==> src/rtl/pic_pkg.sv <==
// Shared constants and priority helper for the nested interrupt controller.
package pic_pkg;

  localparam logic [1:0] ADDR_CTRL     = 2'd0;
  localparam logic [1:0] ADDR_IMR      = 2'd1;
  localparam logic [1:0] ADDR_EOI_IRR  = 2'd2;
  localparam logic [1:0] ADDR_PRIO_ISR = 2'd3;

  localparam int CTRL_LTIM = 16;
  localparam int CTRL_AEOI = 17;
  localparam int CTRL_ROT  = 18;

  localparam int EOI_SL    = 8;
  localparam int EOI_LVL_W = 5;

  // Rank 0 is the highest priority: the id just after the lowest-priority pointer.
  function automatic logic [5:0] prio_rank(input logic [4:0] id, input logic [4:0] lp, input int n);
    int r;
    r = (int'(id) - int'(lp) - 1 + 2 * n) % n;
    return r[5:0];
  endfunction

endpackage

==> src/rtl/pic_prio_resolver.sv <==
// Picks the highest-priority set bit of a request vector under a rotating pointer.
module pic_prio_resolver
  import pic_pkg::*;
#(
  parameter int N = 8
) (
  input  logic [N-1:0] req,
  input  logic [4:0]   lp,
  output logic         found,
  output logic [4:0]   id
);

  logic [5:0] best_rank;

  always_comb begin
    found     = 1'b0;
    id        = '0;
    best_rank = 6'(N);
    for (int i = 0; i < N; i++) begin
      if (req[i] && (prio_rank(5'(i), lp, N) < best_rank)) begin
        found     = 1'b1;
        id        = 5'(i);
        best_rank = prio_rank(5'(i), lp, N);
      end
    end
  end

endmodule

==> src/rtl/pic_nested_ctrl.sv <==
// Fully-nested interrupt controller with edge/level latching, masking and rotation.
module pic_nested_ctrl
  import pic_pkg::*;
#(
  parameter int N_IRQ = 8,
  parameter int VEC_W = 8
) (
  input  logic             clk,
  input  logic             rst,
  input  logic [N_IRQ-1:0] irq,
  input  logic             reg_wr,
  input  logic             reg_rd,
  input  logic [1:0]       reg_addr,
  input  logic [31:0]      reg_wdata,
  output logic [31:0]      reg_rdata,
  output logic             int_o,
  input  logic             inta,
  output logic [VEC_W-1:0] vec_o,
  output logic             vec_valid
);

  localparam logic [N_IRQ-1:0] ONE      = {{(N_IRQ-1){1'b0}}, 1'b1};
  localparam logic [4:0]       LP_RESET = 5'(N_IRQ - 1);

  logic [N_IRQ-1:0] irr_reg, isr_reg, imr_reg, irq_q_reg;
  logic [N_IRQ-1:0] irr_next, isr_next, pend;
  logic [N_IRQ-1:0] isr_clr, ack_set, irr_clr;
  logic [VEC_W-1:0] base_reg, vec_next;
  logic             ltim_reg, aeoi_reg, rot_reg;
  logic [4:0]       lp_reg, lp_next;
  logic             win_found, isr_found, int_cond, ack_ok;
  logic [4:0]       win_id, isr_id, eoi_lvl;
  logic             wr_eoi, wr_prio;
  logic [31:0]      ctrl_rd, rd_mux;
  logic             unused_wdata;

  assign unused_wdata = &{1'b0, reg_wdata};

  assign pend = irr_reg & ~imr_reg;

  pic_prio_resolver #(.N(N_IRQ)) u_pend_res (
    .req(pend), .lp(lp_reg), .found(win_found), .id(win_id)
  );

  pic_prio_resolver #(.N(N_IRQ)) u_isr_res (
    .req(isr_reg), .lp(lp_reg), .found(isr_found), .id(isr_id)
  );

  // Only a request strictly above everything in service may interrupt.
  assign int_cond = win_found &&
                    (!isr_found || (prio_rank(win_id, lp_reg, N_IRQ) < prio_rank(isr_id, lp_reg, N_IRQ)));
  assign ack_ok   = inta && int_o && int_cond;

  assign wr_eoi  = reg_wr && (reg_addr == ADDR_EOI_IRR);
  assign wr_prio = reg_wr && (reg_addr == ADDR_PRIO_ISR);
  assign eoi_lvl = reg_wdata[EOI_LVL_W-1:0];

  always_comb begin
    isr_clr = '0;
    ack_set = '0;
    irr_clr = '0;
    lp_next = lp_reg;
    if (wr_prio && (reg_wdata < 32'(N_IRQ)))
      lp_next = reg_wdata[4:0];
    if (wr_eoi) begin
      if (reg_wdata[EOI_SL]) begin
        if ({27'b0, eoi_lvl} < 32'(N_IRQ))
          isr_clr = ONE << eoi_lvl;
      end else if (isr_found) begin
        isr_clr = ONE << isr_id;
        if (rot_reg)
          lp_next = isr_id;
      end
    end
    if (ack_ok) begin
      irr_clr = ONE << win_id;
      if (!aeoi_reg)
        ack_set = ONE << win_id;
      else if (rot_reg)
        lp_next = win_id;
    end
    // Set wins over clear on both ISR and edge-mode IRR.
    isr_next = (isr_reg & ~isr_clr) | ack_set;
    irr_next = ltim_reg ? irq : ((irr_reg & ~irr_clr) | (irq & ~irq_q_reg));
    vec_next = ack_ok ? (base_reg + VEC_W'(win_id)) : (base_reg + VEC_W'(N_IRQ - 1));
  end

  always_comb begin
    ctrl_rd              = '0;
    ctrl_rd[VEC_W-1:0]   = base_reg;
    ctrl_rd[CTRL_LTIM]   = ltim_reg;
    ctrl_rd[CTRL_AEOI]   = aeoi_reg;
    ctrl_rd[CTRL_ROT]    = rot_reg;
    case (reg_addr)
      ADDR_CTRL:    rd_mux = ctrl_rd;
      ADDR_IMR:     rd_mux = 32'(imr_reg);
      ADDR_EOI_IRR: rd_mux = 32'(irr_reg);
      default:      rd_mux = 32'(isr_reg);
    endcase
  end

  always_ff @(posedge clk or posedge rst) begin
    if (rst) begin
      irr_reg   <= '0;
      isr_reg   <= '0;
      imr_reg   <= '1;
      irq_q_reg <= '0;
      base_reg  <= '0;
      ltim_reg  <= 1'b0;
      aeoi_reg  <= 1'b0;
      rot_reg   <= 1'b0;
      lp_reg    <= LP_RESET;
      int_o     <= 1'b0;
      vec_o     <= '0;
      vec_valid <= 1'b0;
      reg_rdata <= '0;
    end else begin
      irr_reg   <= irr_next;
      isr_reg   <= isr_next;
      irq_q_reg <= irq;
      lp_reg    <= lp_next;
      // An acknowledge consumes the current request; int_o re-evaluates next cycle.
      int_o     <= inta ? 1'b0 : int_cond;
      vec_valid <= inta;
      if (inta)
        vec_o <= vec_next;
      if (reg_rd)
        reg_rdata <= rd_mux;
      if (reg_wr && (reg_addr == ADDR_CTRL)) begin
        base_reg <= reg_wdata[VEC_W-1:0];
        ltim_reg <= reg_wdata[CTRL_LTIM];
        aeoi_reg <= reg_wdata[CTRL_AEOI];
        rot_reg  <= reg_wdata[CTRL_ROT];
      end
      if (reg_wr && (reg_addr == ADDR_IMR))
        imr_reg <= reg_wdata[N_IRQ-1:0];
    end
  end

endmodule

==> config.mk <==
export PLATFORM = sky130hd
export DESIGN_NAME = pic_nested_ctrl
export DESIGN_NICKNAME = d
export VERILOG_FILES = /design/src/rtl/pic_pkg.sv /design/src/rtl/pic_prio_resolver.sv /design/src/rtl/pic_nested_ctrl.sv
export SDC_FILE = /design/constraint.sdc
export NUM_CORES = 1
export LEC_CHECK = 0
export ABC_AREA = 1
export CORE_MARGIN = 4
export CORE_UTILIZATION = 56
export DETAILED_ROUTE_END_ITERATION = 10
export GPL_TIMING_DRIVEN = 1
export PLACE_DENSITY = 0.77
export SYNTH_ARGS = -nofsm -noshare
export SYNTH_HDL_FRONTEND = slang
export SYNTH_SLANG_ARGS = --single-unit
==> constraint.sdc <==
create_clock -name clk -period 18.3 [get_ports clk]
set_input_delay 4.575 -clock clk [delete_from_list [all_inputs] [get_ports clk]]
set_output_delay 4.575 -clock clk [all_outputs]
set_load 0.01 [all_outputs]
==> run_results.csv <==
group,metric,value,unit
die,start_util,57.83,%
yosys,synth_cell_types,53,
finish,diodes,0,
die,dieArea,0.01436,mm²
critical_path,max_stage_delay,0.76,ns
finish,instances_no_fill,1271,
drt,drc,0,
drt,route.antenna.remaining_nets,0,
placed_design,dp_cells,1255,
placed_design,place_congestion,1.014,
die,ios,89,
clocking,cts_inserted_buffers,9,
hold_path,min-delay-start,"vec_o[3]",
critical_path,required,18.56,ns
critical_path,slowest_stage,"dfstp_2",
clocking,cts_setup_buffers,0,
sta,setup_tns,0,ns
critical_path,end_kind,"flip-flop",
hold_path,min_path_type,"reg2reg",
drt,first_pass_iters,5,
clocking,cts-root-buf,"clkbuf_16",
die,num_rows,40,
critical_path,critical-path-top-delay-family,"compound AO/OA/AOI/OAI gates",
finish,area_growth,14.36,%
yosys,synth.top_cell.area_share,20.72,%
yosys,synthTopCellsByArea,"dfrtp_1 21%, nand2_1 16%, ha_1 14%, inv_1 7.3%, o21ai_0 6.3%",
sta,worstMarginPinSlew,1.142,ns
yosys,synth_top_flop_cell,"dfrtp_1",
finish,regArea,0.001740,mm²
finish,max_flop_register,"reg_rdata",
drt,first_iter_violations,626,
finish,final_cell_area,0.008010,mm²
clocking,clock_latency,0.34,ns
die,core_area,0.01211,mm²
clocking,clkSlewWorstSetupHoldPaths,0.07,ns
yosys,async_reset_ff_share,100.0,%
placed_design,dp_hpwl,16370,µm
drt,via_count,7064,
yosys,netlist_instances,1037,
yosys,netlist_area,0.007004,mm²
finish,multi_input_area,0.004506,mm²
sta,slew_headroom,23.89,%
finish,drive_above_1_share,7.162,%
critical_path,r2r_slack,2.46,ns
critical_path,cp_max_fo,17,
finish,num-fill-cells,1125,
sta,setup_viol,0,
die,die_w,119.8,µm
yosys,synth-edff-count,0,
job,maxCapViolations,0,
drt,routed_wl,20560,µm
sta,period_needed,15.84,ns
grt,grtUsageTotal,28.91,%
yosys,yosysTopAreaCell,"dfrtp_1",
sta,slew_violations,0,
clocking,tritoncts,"built",
sta,rsz0062_at_grt,"false",
die,fp.dieH,119.8,µm
critical_path,r2r_start,"lp_reg[2]",
yosys,synth_seq_area_share,24.85,%
clocking,cts_sinks,69,
grt,grt_max_degree,70,
clocking,clock_path_buffers,2,
finish,nets,1227,
grt,grt_pass1_vias,6564,
critical_path,start_kind,"flip-flop",
drt,wl_per_cell,16.18,µm
yosys,synth_common_cells,"303 x nand2_1, 136 x inv_1, 88 x o21ai_0, 79 x ha_1, 69 x nand3_1",
critical_path,crit_arrival,16.10,ns
critical_path,critPathBufInv,18,
sta,final_hold_viol_count,0,
grt,grt_pass1_wl,32900,µm
grt,overflow,0,
critical_path,crit_path_start,"lp_reg[2]",
placed_design,dpl_cell_area,0.007702,mm²
yosys,yosysWarnings,0,
sta,fmax,63.12,MHz
drt,avgViaCountPerCell,5.558,
clocking,postCtsHoldBufs,0,
critical_path,cpMostUsedCell,"nand2_1",
placed_design,portBuffers,67,
grt,grt_antenna_before_repair,0,
yosys,yosysMostFrequentCell,"nand2_1",
finish,largest_reg_flops,11,
yosys,ys_ff_latch,69,
sta,finClkSkew,0.008705,ns
clocking,ctsResizeCount,0,
clocking,cts_htree_levels,3,
sta,min_period_over_period,86.57,%
run_status,status,"finished, final reports clean",
critical_path,path_class,"reg2reg",
yosys,syn_area_per_cell,6.754,µm²
==> cells by family (layout without fill, tap and decap cells) <==
kind of cell,after synthesis,after routing,share of synthesized area [%]
AO/OA/AOI/OAI,165,165,13.52
XOR/XNOR,21,21,2.626
adder cells (fa/ha/maj),82,82,14.97
buffers and inverters,189,234,11.95
flip-flops,69,69,24.85
multiplexers,2,2,0.3215
other,2,23,0.1072
AND/OR/NAND/NOR,507,507,31.65
==> routing by layer <==
layer	track usage [%]	vias up	routed length, µm
met2	44.70	314	8987
met1	40.43	3235	8826
met3	6.456	42	2210
met5	0	-	0
li1	-	3473	-
met4	8.805	0	539
==> worst reg2reg max path, delay by kind of cell (launching register included) <==
family          cells  cell delay, ns
fa+ha+maj          13            3.75
buf+inv            18            1.91
flops               1            0.76
xor+xnor            3            0.90
compound gates     24            4.52
simple gates       30            3.96
==> path summary, 6_finish.rpt <==
path / endpoint / cells after the start
max: vec_o[7] / 88
min: vec_o[3] / 2
max reg2reg: vec_o[7] / 88
min reg2reg: vec_o[3] / 2
max in group asynchronous: base_reg[4] / 3
min in group asynchronous: vec_o[3] / 3
==> final cells by class <==
| type | instances | share of cell area, % |
|---|---|---|
| Clock buffer | 9 | 2.812 |
| Sequential cell | 69 | 21.73 |
| Clock inverter | 7 | 1.031 |
| Tap cell | 168 | 2.624 |
| Timing Repair Buffer | 68 | 8.466 |
| Inverter | 150 | 7.092 |
| Multi-Input combinational cell | 800 | 56.25 |
==> layout by cell type, fill, tap and decap left out, drive strengths merged, types with 9 or more instances in the layout <==
cell and count:
dfstp 11, a221oi 10, nand4 12, clkbuf 9, nor2 68, o21ai 95
inv 151, conb 23, nor3 13, nand2 325, ha 79, nand3 74
xor2 18, dfrtp 58, a21oi 27, clkdlybuf4s50 67
==> metrics by stage <==
stage          setup slack (ns)  hold WS, ns  utilization [%]
2_1_floorplan             5.140       0.4617                -
3_3_place_gp              2.947       0.4680            63.60
3_5_place_dp              2.835       0.4666            63.60
4_1_cts                   2.728       0.4856            66.14
5_1_grt                  0.7819       0.5163            66.14
6_report                  2.458       0.4853            66.14
Power is not shown: default switching activity piles up to over one toggle a cycle in this logic, so the estimate is an artifact.
